## src/rtl/mipi_rffe_slave.sv

```systemverilog
// RFFE slave: 2-flop synchronised sclk/sdata, SSC detect, 32x8 register file with
// Reg0 write, Register Write and Register Read. sdo updates <=3 clk after the sclk fall pin edge.
module mipi_rffe_slave #(
  parameter logic [3:0] USID     = 4'h1,
  parameter logic [7:0] REG_INIT = 8'h00
) (
  input  logic       clk,
  input  logic       rst_n,
  input  logic       sclk,
  input  logic       sdi,
  output logic       sdo,
  output logic       sdo_en,
  output logic       reg_wr_vd,
  output logic [4:0] reg_wr_addr,
  output logic [7:0] reg_wr_data,
  output logic       parity_err,
  output logic       busy
);

  typedef enum logic [2:0] {
    IDLE   = 3'd0,
    CMD    = 3'd1,
    WDATA  = 3'd2,
    RPARK  = 3'd3,
    RDATA  = 3'd4,
    RTAIL  = 3'd5,
    IGNORE = 3'd6
  } state_t;

  logic [2:0]  sclk_sync_q, sclk_sync_d;
  logic [2:0]  sdi_sync_q, sdi_sync_d;
  logic        ssc_arm_q, ssc_arm_d;
  state_t      state_q, state_d;
  logic [3:0]  cnt_q, cnt_d;
  logic [11:0] sr_q, sr_d;
  logic [4:0]  addr_q, addr_d;
  logic [7:0]  tx_q, tx_d;
  logic        sdo_q, sdo_d;
  logic        sdo_en_q, sdo_en_d;
  logic        wr_vd_q, wr_vd_d;
  logic [4:0]  wr_addr_q, wr_addr_d;
  logic [7:0]  wr_data_q, wr_data_d;
  logic        perr_q, perr_d;
  logic [7:0]  rf_q [32];
  logic [7:0]  rf_d [32];

  logic        sclk_s, sdi_s;
  logic        sclk_rise, sclk_fall, sdi_rise, sdi_fall, ssc_det;
  logic [12:0] frame;
  logic [3:0]  sa;
  logic [7:0]  cmd;
  logic [7:0]  rd_val;
  logic        sa_me, sa_bc;

  // Bit [1] is the synchronised level, bit [2] its one-clk history.
  assign sclk_sync_d = {sclk_sync_q[1:0], sclk};
  assign sdi_sync_d  = {sdi_sync_q[1:0], sdi};
  assign sclk_s      = sclk_sync_q[1];
  assign sdi_s       = sdi_sync_q[1];
  assign sclk_rise   = sclk_sync_q[1] & ~sclk_sync_q[2];
  assign sclk_fall   = ~sclk_sync_q[1] & sclk_sync_q[2];
  assign sdi_rise    = sdi_sync_q[1] & ~sdi_sync_q[2];
  assign sdi_fall    = ~sdi_sync_q[1] & sdi_sync_q[2];
  assign ssc_det     = ssc_arm_q & sdi_fall & ~sclk_s;

  assign frame  = {sr_q, sdi_s};
  assign sa     = frame[12:9];
  assign cmd    = frame[8:1];
  assign sa_me  = (sa == USID);
  assign sa_bc  = (sa == 4'h0);
  assign rd_val = rf_q[addr_q];

  // A data-line rise only arms SSC while sclk is low; any sclk high disarms it.
  always_comb begin
    ssc_arm_d = ssc_arm_q;
    if (sclk_s) begin
      ssc_arm_d = 1'b0;
    end else if (sdi_rise) begin
      ssc_arm_d = 1'b1;
    end else if (sdi_fall) begin
      ssc_arm_d = 1'b0;
    end
  end

  always_comb begin
    state_d   = state_q;
    cnt_d     = cnt_q;
    sr_d      = sr_q;
    addr_d    = addr_q;
    tx_d      = tx_q;
    sdo_d     = sdo_q;
    sdo_en_d  = sdo_en_q;
    wr_vd_d   = 1'b0;
    wr_addr_d = wr_addr_q;
    wr_data_d = wr_data_q;
    perr_d    = 1'b0;
    rf_d      = rf_q;

    if (ssc_det) begin
      state_d  = CMD;
      cnt_d    = 4'd0;
      sr_d     = 12'd0;
      sdo_d    = 1'b0;
      sdo_en_d = 1'b0;
    end else begin
      case (state_q)
        CMD: begin
          if (sclk_rise) begin
            sr_d  = frame[11:0];
            cnt_d = cnt_q + 4'd1;
            if (cnt_q == 4'd12) begin
              state_d = IGNORE;
              cnt_d   = 4'd0;
              if (!(^frame)) begin
                perr_d = 1'b1;
              end else if (cmd[7]) begin
                if (sa_me || sa_bc) begin
                  rf_d[0]   = {1'b0, cmd[6:0]};
                  wr_vd_d   = 1'b1;
                  wr_addr_d = 5'd0;
                  wr_data_d = {1'b0, cmd[6:0]};
                end
              end else if (cmd[7:5] == 3'b010) begin
                if (sa_me || sa_bc) begin
                  addr_d  = cmd[4:0];
                  state_d = WDATA;
                end
              end else if (cmd[7:5] == 3'b011) begin
                if (sa_me) begin
                  addr_d  = cmd[4:0];
                  state_d = RPARK;
                end
              end
            end
          end
        end

        WDATA: begin
          if (sclk_rise) begin
            sr_d  = frame[11:0];
            cnt_d = cnt_q + 4'd1;
            if (cnt_q == 4'd8) begin
              state_d = IGNORE;
              if (^frame[8:0]) begin
                rf_d[addr_q] = frame[8:1];
                wr_vd_d      = 1'b1;
                wr_addr_d    = addr_q;
                wr_data_d    = frame[8:1];
              end else begin
                perr_d = 1'b1;
              end
            end
          end
        end

        // The fall that follows the parity sample arrives before the park rise;
        // only the fall after that rise starts driving.
        RPARK: begin
          if (sclk_rise) begin
            cnt_d = 4'd1;
          end else if (sclk_fall && (cnt_q == 4'd1)) begin
            state_d  = RDATA;
            sdo_en_d = 1'b1;
            sdo_d    = rd_val[7];
            tx_d     = {rd_val[6:0], ~^rd_val};
            cnt_d    = 4'd1;
          end
        end

        // tx_q holds the remaining data bits followed by the parity bit.
        RDATA: begin
          if (sclk_fall) begin
            if (cnt_q < 4'd9) begin
              sdo_d = tx_q[7];
              tx_d  = {tx_q[6:0], 1'b0};
              cnt_d = cnt_q + 4'd1;
            end else begin
              sdo_d   = 1'b0;
              state_d = RTAIL;
            end
          end
        end

        RTAIL: begin
          if (sclk_fall) begin
            sdo_d    = 1'b0;
            sdo_en_d = 1'b0;
            state_d  = IDLE;
          end
        end

        default: begin
          state_d = state_q;
        end
      endcase
    end
  end

  always_ff @(posedge clk or negedge rst_n) begin
    if (!rst_n) begin
      sclk_sync_q <= 3'd0;
      sdi_sync_q  <= 3'd0;
      ssc_arm_q   <= 1'b0;
      state_q     <= IDLE;
      cnt_q       <= 4'd0;
      sr_q        <= 12'd0;
      addr_q      <= 5'd0;
      tx_q        <= 8'd0;
      sdo_q       <= 1'b0;
      sdo_en_q    <= 1'b0;
      wr_vd_q     <= 1'b0;
      wr_addr_q   <= 5'd0;
      wr_data_q   <= 8'd0;
      perr_q      <= 1'b0;
      for (int i = 0; i < 32; i++) begin
        rf_q[i] <= REG_INIT;
      end
    end else begin
      sclk_sync_q <= sclk_sync_d;
      sdi_sync_q  <= sdi_sync_d;
      ssc_arm_q   <= ssc_arm_d;
      state_q     <= state_d;
      cnt_q       <= cnt_d;
      sr_q        <= sr_d;
      addr_q      <= addr_d;
      tx_q        <= tx_d;
      sdo_q       <= sdo_d;
      sdo_en_q    <= sdo_en_d;
      wr_vd_q     <= wr_vd_d;
      wr_addr_q   <= wr_addr_d;
      wr_data_q   <= wr_data_d;
      perr_q      <= perr_d;
      rf_q        <= rf_d;
    end
  end

  assign sdo         = sdo_q;
  assign sdo_en      = sdo_en_q;
  assign reg_wr_vd   = wr_vd_q;
  assign reg_wr_addr = wr_addr_q;
  assign reg_wr_data = wr_data_q;
  assign parity_err  = perr_q;
  assign busy        = (state_q != IDLE);

endmodule

```

## config.mk

```make
export PLATFORM = sky130hd
export DESIGN_NAME = mipi_rffe_slave
export DESIGN_NICKNAME = d
export VERILOG_FILES = /design/src/rtl/mipi_rffe_slave.sv
export SDC_FILE = /design/constraint.sdc
export NUM_CORES = 1
export LEC_CHECK = 0
export CORE_AREA = 2 2 209 190
export CTS_CLUSTER_SIZE = 20
export DETAILED_ROUTE_END_ITERATION = 10
export DIE_AREA = 0 0 211 192
export PLACE_DENSITY = 0.66
export SLEW_MARGIN = 20
export SYNTH_ARGS = -nofsm -noshare
export SYNTH_HDL_FRONTEND = slang
export SYNTH_SLANG_ARGS = --single-unit
```

## constraint.sdc

```tcl
create_clock -name clk -period 3.2 [get_ports clk]
set_input_delay 0.64 -clock clk [delete_from_list [all_inputs] [get_ports clk]]
set_output_delay 0.64 -clock clk [all_outputs]
set_load 0.01 [all_outputs]
```

==> qor.yml <==
status:
  status: "finished clean"
timing:
  setup_tns_ns: 0
  slew_headroom_pct: 51.3
  fin_skew_ns: 0.0178
  hold_viol_final: 0
  worst_slack_ns: 0.123
  drv_slew: 0
  min_period_ns: 3.08
  finalSetupViolations: 0
  finalCritPeriodShare_pct: 96.2
  worstMarginPinSlew_ns: 0.729
  max_freq_mhz: 325
  rsz0062_at_grt: "true"
synth:
  synth_fp_nets: 1171
  synthArstFlopShare_pct: 100
  synthXorXnorAreaFrac_pct: 1.22
  synth_area_um2: 14800
  synth_top_area_share_pct: 52.9
  synthAdderAreaFrac_pct: 0.678
  ys_ff_latch: 312
  synth_top_family_by_area: "multiplexers"
  synth-seq-area-share_pct: 52.9
  yosys.area.top_type: "dfrtp_1"
  yosys_warnings: 0
  synth_ff_type: "dfrtp_1"
  syn_area_per_cell_um2: 12.7
  synthSimpleGateAreaFrac_pct: 7.44
  synth_compound_area_share_pct: 5.26
  syn_inst: 1159
  ys_types: 58
  synth_edf_count: 0
  muxShareOfSynthArea_pct: 29.9
  synth_area_leaders: "dfrtp_1 (53%), mux2_2 (19%), mux2i_1 (9.9%)"
critical_path:
  crit_path_max_fanout: 9
  worst_path_dominant_cell_family: "simple AND/OR/NAND/NOR gates"
  startpoint_type: "flip-flop"
  path_class: "flip-flop to flip-flop"
  arrival_ns: 3.49
  path_cells: "inv_1, ha_1, xnor2_2, xnor2_2, xor2_1, or4_4, nor2_8, nand2_1, nor3_4, buf_12, mux2_2"
  crit_path_frequent_cell: "xnor2_2"
  cp.required_ns: 3.61
  timing.critical_path.slowest_stage_cell: "or4_4"
  cp-end-kind: "flip-flop"
  critPathBufInv: 2
  max_stage_delay_ns: 0.59
final_layout:
  diodes: 0
  drive_gt1_share_pct: 34.5
  final_cell_mix: "dfrtp_1 (311), mux2_2 (250), mux2i_1 (146), buf_4 (66), o22ai_1 (65)"
  area_growth_pct: 17.0
  nets: 1228
  fin_cells: 1731
  final_common_cell: "dfrtp_1"
  fin_util_pct: 45.2
floorplan:
  rows: 68
  start_util_pct: 38.7
  coreArea_um2: 38200
  die_y_um: 192
  die_area_um2: 40500
  ios: 22
  dieWidth_um: 211
grt:
  first_global_vias: 10000
  grt_max_degree: 86
  grt_pass1_wl_um: 58300
  antenna_found_initial: 0
  grt_overflow_total: 0
  grt.total_usage_pct: 18.5
power:
  ir_worst_vdd_mv: 0.482
  powerDensity_nw_per_um2: 564
  leakage_nw: 7.74
place:
  port-buffer-count: 21
  dpl.hpwl_um: 24400
  place_congestion: 0.875
  pre_cts_ws_ns: 0.0244
  dpl.cell_count: 1668
min_path:
  min_path_type: "input port to async pin"
route:
  dr.pass1.iters: 5
  drtIter0Drc: 585
  drt_wl_total_um: 36600
  vias_per_cell: 5.60
  drc: 0
  vias: 9693
  routedWlPerCell_um: 21.1
  drtAntennaViolNets: 0
cts:
  insertion_delay_ns: 0.53
  cts_tree: "done"
  cts_buffers: 35
  clk_pin_slew_ns: 0.06
  clockRootBuffer: "clkbuf_16"
  cts.sinks: 312
  hold_buffers: 0
  cts_buffer_depth: 3
  cts-htree-levels: 2
flow_run:
  maxCapViolCount: 0
## cells by family (layout without fill, tap and decap cells)
| logic type | Yosys count | in the layout |
|---|---|---|
| AO/OA/AOI/OAI | 127 | 127 |
| XOR/XNOR | 19 | 19 |
| adder cells (fa/ha/maj) | 8 | 8 |
| buffers and inverters | 96 | 178 |
| flip-flops | 312 | 312 |
| multiplexers | 409 | 409 |
| AND/OR/NAND/NOR | 188 | 188 |
## state kept, by name, indices dropped and copies added, names as in the netlist
signal / cells
rf_q: 256
reg_wr_data: 8
cnt_q: 4
sclk_sync_q: 3
addr_q: 5
sdi_sync_q: 3
reg_wr_vd: 1
reg_wr_addr: 5
ssc_arm_q: 1
tx_q: 8
parity_err: 1
state_q: 3
sr_q: 12
sdo: 1
sdo_en: 1
## cells in the mapped netlist, types with 3 or more instances
library cell  number
and3_1             6
mux2_2           250
ha_1               8
buf_1             11
nor3_4             4
inv_1              9
nor2b_1            5
dfrtp_1          312
nand2_1           62
buf_2             13
clkbuf_1          58
nor4_1            18
nand4bb_1          6
nand2b_1           3
nand3_2            4
nor2_2             8
o22ai_1           65
o21ai_0           34
mux2_1            13
or4b_2             6
nand3_1            9
xor2_1             3
xnor2_1           15
a21oi_1            8
nor3_1             5
a31oi_1            3
nand2_2            8
mux2i_1          146
nand4b_1           5
nor2_1            24
## power breakdown
| part | internal, mW | switching [mW] | total [mW] |
|---|---|---|---|
| Clock | 2.30 | 1.59 | 3.89 |
| Sequential | 4.05 | 0.119 | 4.17 |
| Combinational | 0.552 | 1.14 | 1.69 |
| Total | 6.90 | 2.85 | 9.75 |
## metrics by stage
stage | total power [mW] | hold WS, ns | instance area, µm²
5_1_grt | 10.2 | 0.183 | 17300
6_report | 9.75 | 0.127 | 17300
3_3_place_gp | 5.84 | 0.335 | 16100
2_1_floorplan | 5.30 | 0.331 | 14800
4_1_cts | 9.81 | 0.148 | 17200
3_5_place_dp | 5.89 | 0.336 | 16100
## layer usage
layer	vias to the layer above	global-route usage [%]	routed length (µm)
li1	4343	-	-
met1	5050	26.1	17100
met5	-	0	0
met2	230	29.6	16800
met4	0	6.09	1000
met3	70	2.34	1600
## final timing paths
check | from | end | slack (ns) | depth (start not counted)
max | sr_q[5] | rf_q[58] | 0.12 | 11
min | rst_n | reg_wr_vd | 0.13 | 1
max reg2reg | sr_q[5] | rf_q[58] | 0.12 | 11
min reg2reg | sdi_sync_q[0] | sdi_sync_q[1] | 0.35 | 0
max in group asynchronous | rst_n | rf_q[5] | 2.17 | 2
min in group clk | sdi_sync_q[0] | sdi_sync_q[1] | 0.35 | 0
## area by class of cell
class	instances	area, µm²
inverter	11	41.3
fill	3397	20900
timing repair buffer	105	1070
sequential	312	7810
clock buffer	53	1020
clock inverter	9	91.3
multi-input combinational	751	6630
tap	490	613
## repair_timing
item / 4_1_cts / 5_1_grt
endpoints found under the setup margin: 0 / 188
buffers inserted: 0 / 1
gates resized for setup: 0 / 7
(Power assumes the default switching activity.)
==> RTL change 1: new RTL, same flow settings <==
Take the reset off `sr_q` and load it in a clocked block of its own.
--- a/src/rtl/mipi_rffe_slave.sv
+++ b/src/rtl/mipi_rffe_slave.sv
@@ -204,5 +204,4 @@
       state_q     <= IDLE;
       cnt_q       <= 4'd0;
-      sr_q        <= 12'd0;
       addr_q      <= 5'd0;
       tx_q        <= 8'd0;
@@ -222,5 +221,4 @@
       state_q     <= state_d;
       cnt_q       <= cnt_d;
-      sr_q        <= sr_d;
       addr_q      <= addr_d;
       tx_q        <= tx_d;
@@ -235,4 +233,8 @@
   end
 
+  always_ff @(posedge clk) begin
+    sr_q <= sr_d;
+  end
+
   assign sdo         = sdo_q;
   assign sdo_en      = sdo_en_q;
Check against the original RTL: same outputs for any inputs over 4 cycles, from zero or initial values and one cycle with rst_n low; that may be too few to reach the edited logic, so the function may still have changed.
==> RTL change 1 against the original RTL <==
Wire length is 3.9% lower; worst setup slack worse by 67 ps; synthesized area is 0.54% lower; synthesized cell count is 0.60% lower; final area is 2.6% lower; sequential cell count stayed put; utilization is 1.2 points lower; via count is 3.5% lower; maximum frequency is 2.1% lower; non-clock buffer count is 36 lower; highest routed layer unchanged.
Power is not compared: it rests on default switching activity, and its combinational part moved more than twofold at a synthesized area within 25%.
==> RTL change 1: results (changes against the original RTL) <==
yosys:
  synth_area_leaders: "dfrtp_1, mux2_2, mux2i_1"
  syn_inst: 1152  # -0.60%
  async_flop_share_pct: 96.15  # -3.8 points
  synth_xor_area_share_pct: 1.277  # +0.058 points
  synth_compound_area_share_pct: 5.152  # -0.11 points
  netlist_top_cells_count: "dfrtp_1, mux2_2, mux2i_1"
  synth_seq_area_share_pct: 52.73  # -0.12 points
detailed_routing:
  wl_per_cell_um: 20.77  # -1.7%
  met1_length_mm: 15.86  # -7.4%
  wirelength_mm: 35.14  # -3.9%
  drtIter0Drc: 568  # -2.9%
place:
  hpwl_mm: 22.93  # -6.1%
  dpl_cell_area_sq_um: 15610  # -3.0%
  place_ws_ps: -175.1  # -199.5 ps
  place.gp.congestion: 0.8603  # -1.6%
grt:
  grt_max_degree: 100  # +16%
  met2_usage_pct: 29.07  # -0.57 points
  antenna_found_initial: 1  # +1
timing:
  skew_ps: 12.62  # -5.145 ps
  fin_crit_sh_pct: 98.26  # +2.1 points
finish:
  final_layout_size_suffix_gt1_share_pct: 34.94  # +0.45 points
worst_setup_path:
  r2r-start: "sr_q[5]"
  arrival_ps: 3540  # +50 ps
  critPathMaxStageDelay_ps: 560  # -30 ps
  r2r_cells: 9  # -2
  critPathMaxFanout: 8  # -1
  regToRegSetupSlack_ps: 60  # -70 ps
  crit_slowest_cell: "nor2_2"
run_status:
  status: "finished, final reports clean"
RTL change 1: logic make-up after synthesis:
group                      count (synthesis)
adders and majority gates                  6
muxes                                    413
DFF                                      312
AOI/OAI and AO/OA                        122
and+or+nand+nor                          190
xor gates and xnor gates                  19
buffers and inverters                     90
RTL change 1: worst min-delay path by stage:
stage | to | slack, ps | depth (start not counted)
after floorplan | sclk_sync_q[1] | 330 | 0
after global placement | sdi_sync_q[1] | 330 | 0
after detailed placement | sclk_sync_q[1] | 340 | 0
after CTS | rf_q[65] | 210 | 1
after global routing | reg_wr_data[0] | 220 | 1
final | rf_q[83] | 170 | 1
RTL change 1: layout make-up:
| class | count | area [sq um] |
|---|---|---|
| fillers | 3433 | 21370 |
| flip-flops and latches | 312 | 7751 |
| multi-input cells | 750 | 6679 |
| clock buffers | 52 | 1040 |
| repair buffers | 69 | 650.6 |
| well taps | 490 | 613.1 |
| clock inverters | 12 | 73.82 |
| inverters | 7 | 26.28 |
==> RTL change 2: new RTL, same flow settings <==
Made on the original files. Set the parameter `REG_INIT` to 8'h01 (it was 8'h00).
--- a/src/rtl/mipi_rffe_slave.sv
+++ b/src/rtl/mipi_rffe_slave.sv
@@ -3,5 +3,5 @@
 module mipi_rffe_slave #(
   parameter logic [3:0] USID     = 4'h1,
-  parameter logic [7:0] REG_INIT = 8'h00
+  parameter logic [7:0] REG_INIT = 8'h01
 ) (
   input  logic       clk,
Behaviour: no difference found for any inputs over 4 cycles, from zero or initial values and one cycle with rst_n low; that may be too few to reach the edited logic, so the function may still have changed.
==> RTL change 2 against the original RTL <==
Sequential cell count unchanged; wire length decreased by 1.8%; synthesized area increased by 0.27%; worst hold slack got worse by 8.7 ps; worst setup slack got worse by 12 ps; final area increased by 0.81%; total power increased by 1.3%; critical path depth unchanged.
==> RTL change 2: results (changes against the original RTL) <==
finish:
  final_cells: 1740  # +0.52%
  fill_cells: 3408  # +0.32%
  final_layout_size_suffix_gt1_share_pct: 37.68  # +3.2 points
  reg.largest.list: "rf_q x256, sr_q x12"
  insertedDiodeCount: 0  # unchanged
detailed_routing:
  drtPass1Iterations: 4  # -1
  wirelength_mm: 35.88  # -1.8%
  wl_met2_mm: 17.01  # +1.0%
  wl_met3_mm: 1.362  # -15%
  highest_layer: "met4"
  via_per_inst: 5.518  # -1.5%
  drtIter0Drc: 557  # -4.8%
  met1_length_mm: 16.67  # -2.6%
cts:
  clkLatencyLatePin_ps: 520
  htreeDepth: 2  # unchanged
  cts-root-buf: "clkbuf_16"
  path_clk_slew_ps: 60  # about the same
  cts_max_path_buffers: 3  # unchanged
  cts_buffers: 35  # unchanged
timing:
  worst_slew_pin_slew_ps: 825.8  # +97.03 ps
  skew_ps: 14.17  # -3.604 ps
  hold-worst-slack_ps: 118.4  # -8.678 ps
place:
  hpwl_mm: 23.74  # -2.8%
  io_buffer_count: 21  # unchanged
  place_ws_ps: -76.06  # -100.5 ps
  place.gp.congestion: 0.8896  # +1.7%
  dpl_cell_area_sq_um: 16130  # +0.16%
yosys:
  syn_avg_cell_area_sq_um: 12.78  # +0.27%
  yosys.area_share.adder_pct: 0.6757  # -0.0018 points
  synth_seq_area_share_pct: 52.98  # +0.13 points
  syn_nets: 1171  # unchanged
  synth_compound_area_share_pct: 5.245  # -0.014 points
  async_flop_share_pct: 100.0  # unchanged
  synth_xor_area_share_pct: 1.216  # -0.0033 points
  synth_mux_area_share_pct: 29.86  # -0.081 points
  synth_warnings: 0  # unchanged
  netlist_top_cells_count: "dfrtp_1, mux2_2, mux2i_1"
  yosys.cell_types.count: 59  # +1.7%
  synth_area_leaders: "dfrtp_1, mux2_2, mux2i_1"
power:
  p_leak_nw: 7.692  # -0.63%
  p_sw_mw: 2.839  # -0.23%
  irDropWorstVdd_mv: 0.5083  # +5.4%
grt:
  grt_max_degree: 87  # +1.2%
  antenna_found_initial: 0  # unchanged
  grt_pass1_wl_mm: 56.75  # -2.7%
  grt_pass1_vias: 9741  # -2.8%
  grt_use_total_pct: 17.99  # -0.51 points
worst_setup_path:
  crit_family: "simple AND/OR/NAND/NOR gates"
  regToRegSetupSlack_ps: 110
  r2r-start: "sr_q[5]"
  reg2reg_to: "rf_q[60]"
  r2r_cells: 11  # unchanged
  arrival_ps: 3490  # about the same
  crit_slowest_cell: "or4_4"
  critPathMaxStageDelay_ps: 590  # about the same
  critPathMaxFanout: 9  # unchanged
run_status:
  status: "finished, final reports clean"
min_path:
  hold_path.class: "input port to asynchronous set/reset pin"
## RTL change 2: cell types whose count changed in the layout (fill, tap and decap cells not counted), sizes merged
| cell | delta |
|---|---|
| clkinv | -2 |
| buf | +7 |
| clkbuf | +3 |
| inv | +1 |
| dfrtp | -32 |
| dfstp | +32 |
## RTL change 2: power by group through the flow
stage / sequential (mW) / clock, mW / combinational (mW)
detailed placement: 4.22 / 0 / 1.67
floorplan: 4.17 / 0 / 1.13
global placement: 4.21 / 0 / 1.63
CTS: 4.15 / 4.10 / 1.67
finish: 4.15 / 4.01 / 1.71
global route: 4.16 / 4.27 / 1.86
## RTL change 2: final cells by class
class / instances / area, sq um / area share [%]
well taps: 490 / 613.1 / 3.520
clock inverters: 8 / 86.33 / 0.4957
clock buffers: 56 / 1086 / 6.235
flip-flops and latches: 312 / 7851 / 45.08
inverters: 11 / 41.29 / 0.2371
repair buffers: 112 / 1111 / 6.379
multi-input cells: 751 / 6629 / 38.06
## RTL change 2: worst max path at each step
| stage | startpoint | end | slack, ps | cells past startpoint |
|---|---|---|---|---|
| floorplan | sr_q[5] | rf_q[133] | 170 | 12 |
| global placement | sr_q[5] | rf_q[50] | 50 | 10 |
| detailed placement | sr_q[5] | rf_q[249] | -80 | 10 |
| CTS | sr_q[5] | rf_q[129] | 5 | 11 |
| global route | sr_q[5] | rf_q[134] | -3 | 11 |
| finish | sr_q[5] | rf_q[60] | 110 | 11 |
## RTL change 2: metal layers
metal | vias up | GRT usage (%)
met5 | - | 0
met4 | 0 | 5.498
met3 | 62 | 2.273
met2 | 203 | 29.50
met1 | 4980 | 24.95
li1 | 4357 | -
## RTL change 2: timing repair
action,in CTS,in global routing
setup endpoints to repair,28,141
resized for setup,1,7
hold buffers,0,0
pin swaps,4,0
buffers inserted,4,1
